### src/rtl/p88_pkg.sv
// ---------------------------------------------------------------------------
// p88_pkg
// Shared P88 stream format constants and the dumper state type. The P88
// loader imports the same package, so both ends agree on the record
// opcodes and record lengths.
//
// Contents:
//    P88_SECTION  - opcode of the section record (C8)
//    P88_ENTRY    - opcode of the entry record (CA)
//    P88_HDR_LEN  - number of bytes in a section header
//    P88_TRL_LEN  - number of bytes in an entry record
//    p88_state_e  - dumper FSM states
// ---------------------------------------------------------------------------
package p88_pkg;

   localparam logic [7:0] P88_SECTION = 8'hC8;
   localparam logic [7:0] P88_ENTRY   = 8'hCA;

   localparam int P88_HDR_LEN = 9;
   localparam int P88_TRL_LEN = 5;

   typedef enum logic [2:0] {
      ST_IDLE,
      ST_HDR,
      ST_RD,
      ST_CAP,
      ST_DATA,
      ST_TRL,
      ST_FIN
   } p88_state_e;

endpackage

### src/rtl/p88_hdr_mux.sv
// ---------------------------------------------------------------------------
// p88_hdr_mux
// Purely combinational selection of the header/trailer byte that goes out
// on the stream, chosen by the byte index and the fields latched at start.
//
// Ports:
//    trailer_i     1   select the entry record (1) or section header (0)
//    idx_i         4   byte index inside the selected record
//    seg_i        16   latched section segment
//    off_i        16   latched section offset
//    len_i        16   latched section byte count
//    entrySeg_i   16   latched entry segment
//    entryOff_i   16   latched entry offset
//    byte_o        8   selected stream byte
// ---------------------------------------------------------------------------
module p88_hdr_mux
   import p88_pkg::*;
(
   input  logic        trailer_i,
   input  logic [3:0]  idx_i,
   input  logic [15:0] seg_i,
   input  logic [15:0] off_i,
   input  logic [15:0] len_i,
   input  logic [15:0] entrySeg_i,
   input  logic [15:0] entryOff_i,
   output logic [7:0]  byte_o
);

   // All multi-byte fields go out little-endian. The two zero bytes at
   // index 5 and 6 of the section header are skip bytes the loader ignores.
   always_comb begin
      byte_o = 8'h00;
      if (trailer_i) begin
         case (idx_i)
            4'd0:    byte_o = P88_ENTRY;
            4'd1:    byte_o = entrySeg_i[7:0];
            4'd2:    byte_o = entrySeg_i[15:8];
            4'd3:    byte_o = entryOff_i[7:0];
            4'd4:    byte_o = entryOff_i[15:8];
            default: byte_o = 8'h00;
         endcase
      end else begin
         case (idx_i)
            4'd0:    byte_o = P88_SECTION;
            4'd1:    byte_o = seg_i[7:0];
            4'd2:    byte_o = seg_i[15:8];
            4'd3:    byte_o = off_i[7:0];
            4'd4:    byte_o = off_i[15:8];
            4'd7:    byte_o = len_i[7:0];
            4'd8:    byte_o = len_i[15:8];
            default: byte_o = 8'h00;
         endcase
      end
   end

endmodule

### src/rtl/p88_dumper.sv
// ---------------------------------------------------------------------------
// p88_dumper
// Serialises a region of DRAM into a P88 byte stream: a C8 section record
// (skipped when the length is zero) followed, when P88_DUMP_ENTRY_EN is
// defined, by a CA entry record. Owns the DRAM port only while busy.
//
// Configuration macro: P88_DUMP_ENTRY_EN (append the CA entry record).
//
// Ports:
//    clk_sys      in   1       system clock, rising edge
//    reset_n      in   1       asynchronous active-low reset
//    start        in   1       dump request, honoured only when idle
//    dump_seg     in   16      section segment
//    dump_off     in   16      section offset
//    dump_len     in   16      section byte count
//    entry_seg    in   16      entry segment (CA record)
//    entry_off    in   16      entry offset (CA record)
//    busy         out  1       dump in progress
//    done         out  1       one-cycle completion pulse
//    mem_addr     out  ADDR_W  DRAM read address
//    mem_rd       out  1       DRAM read strobe
//    mem_dout     in   8       DRAM read data, one cycle after mem_rd
//    byte_data    out  8       stream byte
//    byte_valid   out  1       stream valid
//    byte_ready   in   1       stream ready
// ---------------------------------------------------------------------------
module p88_dumper
   import p88_pkg::*;
#(
   parameter int ADDR_W = 18,
   parameter int LEN_W  = 16
) (
   input  logic              clk_sys,
   input  logic              reset_n,
   input  logic              start,
   input  logic [15:0]       dump_seg,
   input  logic [15:0]       dump_off,
   input  logic [15:0]       dump_len,
   input  logic [15:0]       entry_seg,
   input  logic [15:0]       entry_off,
   output logic              busy,
   output logic              done,
   output logic [ADDR_W-1:0] mem_addr,
   output logic              mem_rd,
   input  logic [7:0]        mem_dout,
   output logic [7:0]        byte_data,
   output logic              byte_valid,
   input  logic              byte_ready
);

   p88_state_e        state_q, state_d;
   logic [3:0]        idx_q, idx_d;
   logic [15:0]       seg_q, seg_d;
   logic [15:0]       off_q, off_d;
   logic [15:0]       len_q, len_d;
   logic [LEN_W-1:0]  remain_q, remain_d;
   logic [ADDR_W-1:0] addr_q, addr_d;
   logic [7:0]        data_q, data_d;
   logic              finHold_q, finHold_d;
   logic [15:0]       entrySegLat, entryOffLat;
   logic [19:0]       phys;
   logic [7:0]        muxByte;
   logic              handshake;

`ifdef P88_DUMP_ENTRY_EN
   logic [15:0] entrySeg_q, entrySeg_d;
   logic [15:0] entryOff_q, entryOff_d;
   assign entrySegLat = entrySeg_q;
   assign entryOffLat = entryOff_q;
`else
   logic unusedEntry;
   assign unusedEntry = ^{entry_seg, entry_off};
   assign entrySegLat = 16'h0000;
   assign entryOffLat = 16'h0000;
`endif

   // Real-mode style physical address; the 20-bit sum wraps naturally and is
   // then truncated (or extended) to the DRAM address width.
   assign phys      = {dump_seg, 4'b0000} + {4'b0000, dump_off};
   assign handshake = byte_valid & byte_ready;

   p88_hdr_mux u_hdrMux (
      .trailer_i  (state_q == ST_TRL),
      .idx_i      (idx_q),
      .seg_i      (seg_q),
      .off_i      (off_q),
      .len_i      (len_q),
      .entrySeg_i (entrySegLat),
      .entryOff_i (entryOffLat),
      .byte_o     (muxByte)
   );

   // Header and trailer bytes come straight from the mux so they can stream
   // one per cycle; data bytes come from the capture register. Both sources
   // are held constant while a byte is stalled, so the stream stays stable.
   assign byte_valid = (state_q == ST_HDR) || (state_q == ST_DATA) || (state_q == ST_TRL);
   assign byte_data  = ((state_q == ST_HDR) || (state_q == ST_TRL)) ? muxByte : data_q;
   assign mem_rd     = (state_q == ST_RD);
   assign mem_addr   = addr_q;
   assign busy       = (state_q == ST_HDR) || (state_q == ST_RD) || (state_q == ST_CAP) ||
                       (state_q == ST_DATA) || (state_q == ST_TRL) ||
                       ((state_q == ST_FIN) && finHold_q);
   assign done       = (state_q == ST_FIN) && !finHold_q;

   // Next-state logic. The data loop is RD -> CAP -> DATA per byte, which
   // matches the one-cycle DRAM read latency. An empty dump with no entry
   // record parks one extra cycle in FIN (finHold) so done still comes two
   // cycles after start instead of colliding with the first busy cycle.
   always_comb begin
      state_d   = state_q;
      idx_d     = idx_q;
      seg_d     = seg_q;
      off_d     = off_q;
      len_d     = len_q;
      remain_d  = remain_q;
      addr_d    = addr_q;
      data_d    = data_q;
      finHold_d = finHold_q;
`ifdef P88_DUMP_ENTRY_EN
      entrySeg_d = entrySeg_q;
      entryOff_d = entryOff_q;
`endif
      case (state_q)
         ST_IDLE: begin
            if (start) begin
               seg_d    = dump_seg;
               off_d    = dump_off;
               len_d    = dump_len;
               remain_d = LEN_W'(dump_len);
               addr_d   = ADDR_W'(phys);
               idx_d    = 4'd0;
`ifdef P88_DUMP_ENTRY_EN
               entrySeg_d = entry_seg;
               entryOff_d = entry_off;
`endif
               if (dump_len != 16'h0000) begin
                  state_d = ST_HDR;
               end else begin
`ifdef P88_DUMP_ENTRY_EN
                  state_d = ST_TRL;
`else
                  state_d   = ST_FIN;
                  finHold_d = 1'b1;
`endif
               end
            end
         end
         ST_HDR: begin
            if (handshake) begin
               if (idx_q == 4'(P88_HDR_LEN - 1)) begin
                  idx_d   = 4'd0;
                  state_d = ST_RD;
               end else begin
                  idx_d = idx_q + 4'd1;
               end
            end
         end
         ST_RD: begin
            state_d = ST_CAP;
         end
         ST_CAP: begin
            data_d  = mem_dout;
            state_d = ST_DATA;
         end
         ST_DATA: begin
            if (handshake) begin
               addr_d   = addr_q + ADDR_W'(1);
               remain_d = remain_q - LEN_W'(1);
               idx_d    = 4'd0;
               if (remain_q == LEN_W'(1)) begin
`ifdef P88_DUMP_ENTRY_EN
                  state_d = ST_TRL;
`else
                  state_d = ST_FIN;
`endif
               end else begin
                  state_d = ST_RD;
               end
            end
         end
         ST_TRL: begin
            if (handshake) begin
               if (idx_q == 4'(P88_TRL_LEN - 1)) begin
                  idx_d   = 4'd0;
                  state_d = ST_FIN;
               end else begin
                  idx_d = idx_q + 4'd1;
               end
            end
         end
         ST_FIN: begin
            if (finHold_q) begin
               finHold_d = 1'b0;
            end else begin
               state_d = ST_IDLE;
            end
         end
         default: begin
            state_d = ST_IDLE;
         end
      endcase
   end

   // State and datapath registers; reset returns every output to zero
   // because all outputs are decoded from these registers.
   always_ff @(posedge clk_sys or negedge reset_n) begin
      if (!reset_n) begin
         state_q   <= ST_IDLE;
         idx_q     <= 4'd0;
         seg_q     <= 16'h0000;
         off_q     <= 16'h0000;
         len_q     <= 16'h0000;
         remain_q  <= '0;
         addr_q    <= '0;
         data_q    <= 8'h00;
         finHold_q <= 1'b0;
      end else begin
         state_q   <= state_d;
         idx_q     <= idx_d;
         seg_q     <= seg_d;
         off_q     <= off_d;
         len_q     <= len_d;
         remain_q  <= remain_d;
         addr_q    <= addr_d;
         data_q    <= data_d;
         finHold_q <= finHold_d;
      end
   end

`ifdef P88_DUMP_ENTRY_EN
   // Entry record fields, captured together with the section fields.
   always_ff @(posedge clk_sys or negedge reset_n) begin
      if (!reset_n) begin
         entrySeg_q <= 16'h0000;
         entryOff_q <= 16'h0000;
      end else begin
         entrySeg_q <= entrySeg_d;
         entryOff_q <= entryOff_d;
      end
   end
`endif

endmodule

### config.mk
export PLATFORM = sky130hd
export DESIGN_NAME = p88_dumper
export DESIGN_NICKNAME = d
export VERILOG_FILES = /design/src/rtl/p88_pkg.sv /design/src/rtl/p88_hdr_mux.sv /design/src/rtl/p88_dumper.sv
export SDC_FILE = /design/constraint.sdc
export NUM_CORES = 1
export LEC_CHECK = 0
export CAP_MARGIN = 20
export CORE_ASPECT_RATIO = 0.6
export CORE_UTILIZATION = 57
export CTS_CLUSTER_SIZE = 25
export DETAILED_ROUTE_END_ITERATION = 8
export PLACE_DENSITY = 0.86
export SLEW_MARGIN = 20
export SYNTH_ARGS = -nofsm -noshare
export SYNTH_HDL_FRONTEND = slang
export SYNTH_HIERARCHICAL = 1
export SYNTH_SLANG_ARGS = --single-unit
### constraint.sdc
create_clock -name clk_sys -period 5 [get_ports clk_sys]
set_clock_uncertainty 0.15 [all_clocks]
set_input_delay 0.5 -clock clk_sys [delete_from_list [all_inputs] [get_ports clk_sys]]
set_output_delay 0.5 -clock clk_sys [all_outputs]
set_load 0.05 [all_outputs]
# Yosys cells after proc, flatten, opt, wreduce, memory -nomap -nowiden
# Index checks and enable logic that the tools add are counted.
# word_totals
output_inout_bits	30
memories	0
ff_bits	98
inputBits	92
ram_bits	0
rom_bits	0
elab_cells	87
latchBits	0
# op_classes
reduce_logical	22
add_sub_neg	4
div	0
eq_ne	21
n_mul	0
n_shift	0
bitwise_logic	1
n_mux	30
magnitude_cmp	0
# op_table
op	n
one-hot mux 8 bit (7 select lines)	1
2-to-1 mux 18 bit	2
one-hot mux 18 bit (2 select lines)	1
2-to-1 mux 16 bit	2
one-hot mux 16 bit (2 select lines)	1
2-to-1 mux 3 bit	9
2-to-1 mux 4 bit	6
2-to-1 mux 8 bit	3
one-hot mux 3 bit (7 select lines)	1
adder 18 x 1 -> 18 bit, second input constant	1
adder 18 x 16 -> 18 bit	1
== test 16 x 1 -> 1 bit, second input constant	1
one-hot mux 4 bit (4 select lines)	1
nonzero test 16 bit	1
subtractor 16 x 1 -> 16 bit, second input constant	1
!= test 2 bit, second input constant	7
== test 3 bit, second input constant	3
== test 4 x 2 -> 1 bit, second input constant	2
== test 4 x 3 -> 1 bit, second input constant	2
logical OR 1 bit	8
AND reduction 7 bit	1
== test 3 x 2 -> 1 bit, second input constant	2
AND reduction 3 bit	2
AND reduction 5 bit	1
15 further kinds	18

# Longest topological paths before layout
# depth
word_depth	6
mapped_depth	9
ltp_nobuf	8

# By module
# The synthesis kept the hierarchy.
# by_module_without_submodules
module	cells_each	instances	area_each_um2
p88_dumper	646	1	5505.3
p88_hdr_mux	141	1	998.5

# Worst setup path after synthesis
# Ideal clock, no wire load.
# synth_timing
kind	reg-to-output
from	register state_q[2]
to	output done
t_arrival_ns	2.164
setup_slack_ns	2.186
n_path_buf	1
path_stages_with_launch	4
path_cell_list	dfrtp_1 > buf_4 > inv_2 > nor4_1
# synth_via
elab_chain_cells	2
# synth_lines
element	line_no	rtl
start, declared	p88_dumper.sv:51	p88_state_e state_q, state_d;
start signal, assigned	p88_dumper.sv:218	state_q <= state_d;
== test 3 bit	p88_dumper.sv:103	assign done = (state_q == ST_FIN) && !finHold_q;
logical AND 1 bit	p88_dumper.sv:103	
end, declared	p88_dumper.sv:42	output logic done,
# No other way between the ends.

# Worst setup path after layout
# layout_timing
from	register state_q[0]
to	output byte_data[2]
# layout_via
elab_chain_cells	3
elab_cells_between_ends	5
classes_between	eq/ne: 2; mux: 2; reduce/logical: 1
# layout_lines
element	line_no	rtl
== test 3 bit	p88_dumper.sv:83	.trailer_i (state_q == ST_TRL),
2-to-1 mux 8 bit	p88_hdr_mux.sv:33	if (trailer_i) begin
via muxByte[2]	p88_dumper.sv:62	logic [7:0] muxByte;
2-to-1 mux 8 bit	p88_dumper.sv:97	assign byte_data = ((state_q == ST_HDR) || (state_q == ST_TRL)) ? muxByte : data_q;
end, declared	p88_dumper.sv:46	output logic [7:0] byte_data,
# The timed path passes the listed nets, and every way through them passes these cells.

==> impl_summary.md <==
Detailed routing
After detailed routing, the total wire length is 18900 um. The wire length per cell after detailed routing is 18.5 um. The final route contains 6472 vias. In this run the remaining antenna-violating nets after routing total 0. The pre-antenna-repair detailed-routing pass consisted of 6 iterations. For this block, the initial DRC count from the detailed router was 658. In the routed layout, each cell is associated on average with a via count of 6.33.

After detailed routing, the number of remaining DRC violations is 0.

Min path
The path type of the worst min-delay path is in -> async.

Logic synthesis
The count of cell types in the netlist is 86. The fraction of registers with async set or reset after synthesis is 100%. The number of warnings reported in the yosys synthesis log is 6. The top cell type's share of synthesized area is 37.7%. The sequential element share of the synthesized area is 37.7%. In the post-synthesis netlist, the cell with the most instances is nand2_1. The most area-hungry cell type in the Yosys netlist is dfrtp_1.

The synthesis-stage register bit count is 98. In this run the mean area of a mapped cell was 8.26 um^2. Yosys attributes the largest share of cell area to dfrtp_1 38%, nand2_1 11%, mux2_2 4.2%, a21oi_1 3.9%, o21ai_0 3.9%.

The count of flip-flops with a built-in enable after synthesis is 0. In this run the cell area of the synthesized design comes to 6500 um^2. The synthesized instance count is 787. The leading register cell type out of synthesis is dfrtp_1. By count the netlist is led by 189 x nand2_1, 98 x dfrtp_1, 51 x a21oi_1, 51 x o21ai_0, 49 x nor2_1.

Global routing
The remaining global-route overflow is 0. The total global-route track usage is 33.0%. Entering global routing, the biggest net connects 63 pins. The number of antenna violations at the first check in global routing was 1. The global-route wire length before repair is 30700 um. The via count of the first global-routing pass was 6137.

Setup path
The delay of the slowest cell on the worst path is 790 ps. The most used cell along the critical path is nand2_1. The worst setup path is launched from a register. Walking the worst path, the cells encountered are nand2_1 -> nor2_1 -> nand2_1 -> a211o_1 -> o211ai_1 -> mux2_2 -> clkdlybuf4s50_1.

Broken down by cell family, the worst path's largest delay share belongs to simple AND/OR/NAND/NOR gates. The cell at the slowest stage of the critical path is clkdlybuf4s50_1. STA puts the critical path data required time at 4350 ps. The type of the worst setup path is reg -> out. Along the worst path, the maximum fanout reaches 13. The worst setup path is captured at an output port. The number of buffers and inverters on the critical path is 1.

For the worst setup path, the data arrival time is 3610 ps.

Power and ir drop
The power per unit of standard cell area is 626 nW/um^2. The total leakage power is 3.33 nW. Across the VDD grid, the largest voltage drop is 0.486 mV.

Finish
The multi-input gate area in the final layout is 3830 um^2. In the final design database the tool counted 989 nets. Counting the fill cells in the layout gives 850. The area growth from synthesis to layout is 19.8%. Across the whole layout, storage elements account for 2450 um^2. The number of antenna diodes in the final layout is 0. Of the cells placed in the final design, the portion with a size suffix greater than 1 is 8.60%.

Timing
Setup repair after global routing left no endpoint under its margin. The final cycle utilization of the critical path is 85.2%. The number of max-slew violations in the final report is 0. Setup violations remaining at the end of the flow were counted as 0. The final count of hold timing violations is 0. Summed over all failing endpoints, the final setup total negative slack is 0 ps. The relative max-transition margin is 32.6%. The final worst setup slack is 739 ps. At the pin with the least slew margin, the transition time is 1010 ps.

The worst path needs 4260 ps of the cycle, external delays included. The maximum operating frequency is 0.235 GHz.

Clocking
The maximum buffer depth of the clock tree is 2. Buffers inserted to repair hold after CTS numbered 0. Counting the buffers created by CTS gives 9. The root buffer cell chosen for the clock tree is clkbuf_16.

In this run, post-CTS repair resized a total of 0 instances. The number of clock sinks seen by CTS is 98. Clock-pin slew was measured on the worst setup and hold paths at 70 ps. The TritonCTS clock tree is yes. In this run the number of H-tree levels came out at 3. The post-CTS setup buffer count is 0. At the later pin of the worst-skew pair, clock insertion delay measures 350 ps.

Floorplanning
The die area is 11900 um^2. Measured along the y axis, the die boundary spans 84.7 um. The initial utilization of the core area, before any placement, comes to 60.1%. The horizontal die dimension is 140 um. In this run the core area contains 29 standard-cell rows. The number of primary I/O pins is 122. The core region is 10800 um^2.

Placed design
The final weighted congestion of routability-driven global placement is 0.941. Timing analysis after detailed placement gives a worst setup slack of 1170 ps. The placed wire-length estimate is 13600 um. Input and output buffers added on the ports amount to 89.

Run
Max-cap violations in this run came to 0.

Outcome
The run finished with clean final reports.
==> report_power, final <==
part	total (mW)	internal (mW)	switching, mW
clock network	0.706	0.389	0.317
logic	2.56	0.945	1.61
registers	1.61	1.16	0.450
total	4.87	2.50	2.38
==> state kept, by name, summed over array words and instances (netlist names) <==
register   flops
state_q        3
remain_q      16
mem_addr      18
len_q         16
off_q         16
data_q         8
finHold_q      1
seg_q         16
idx_q          4
==> per-layer routing <==
metal / vias to the layer above / global-route usage [%] / wire, um
li1: 2967 / - / -
met1: 3086 / 45.7 / 8250
met2: 381 / 51.6 / 8320
met3: 36 / 8.67 / 2050
met4: 2 / 8.69 / 306
met5: - / 0 / 13
==> worst reg2reg max path, delay by kind of cell, from the launching register on <==
kind             cells  cell delay [ps]
AO/OA/AOI/OAI        1              450
flip-flops           1              670
AND/OR/NAND/NOR      4             1660
==> stage by stage <==
step	util, %	cells	total power [mW]	hold WS, ps	area (um^2)
final	72.0	1023	4.87	75.8	7790
after CTS	71.9	1022	4.81	132	7770
after floorplan	-	818	3.35	54.4	6620
after detailed placement	69.2	1006	4.09	316	7480
after global placement	69.2	1006	3.98	309	7480
after global routing	72.0	1023	5.16	147	7790
==> cell type report <==
cell class,count,share of cell area [%]
Clock buffer,10,2.94
Clock inverter,6,0.851
Inverter,22,1.06
Multi-Input combinational cell,651,49.1
Sequential cell,98,31.5
Tap cell,139,2.23
Timing Repair Buffer,97,12.3
==> logic make-up after synthesis <==
family,after synthesis,share of synthesized area [%]
simple gates,354,26.2
fa+ha+maj,18,3.58
compound gates,210,21.2
other cells,1,0.0577
flops,98,37.7
buf+inv,69,5.23
mux,30,5.08
xor+xnor,7,0.943
==> cell usage in the layout (no fill, tap or decap), types with 7 or more instances in the layout <==
cell type	count
a211oi_1	7
a21oi_1	51
a31oi_1	13
and3_1	8
buf_4	8
clkbuf_16	9
clkdlybuf4s50_1	88
conb_1	32
dfrtp_1	97
ha_1	17
inv_1	19
mux2_2	24
nand2_1	189
nand2b_1	7
nand3_1	22
nor2_1	49
nor3_1	16
nor4_1	7
o211ai_1	10
o21ai_0	51
o22ai_1	11
o2bb2ai_1	7
==> worst paths after layout <==
kind	from	endpoint	slack, ps	cells after the start
max	state_q[0]$_DFFE_PN0P_	byte_data[2]	740	7
min	reset_n	remain_q[7]$_DFFE_PN0P_	80	1
max reg2reg	state_q[0]$_DFFE_PN0P_	mem_addr[15]$_DFFE_PN0P_	1950	5
min reg2reg	seg_q[6]$_DFFE_PN0P_	seg_q[6]$_DFFE_PN0P_	330	2
max in group asynchronous	reset_n	off_q[4]$_DFFE_PN0P_	3590	2
min in group clk_sys	seg_q[6]$_DFFE_PN0P_	seg_q[6]$_DFFE_PN0P_	330	2
Power figures use the tool's default switching activity.
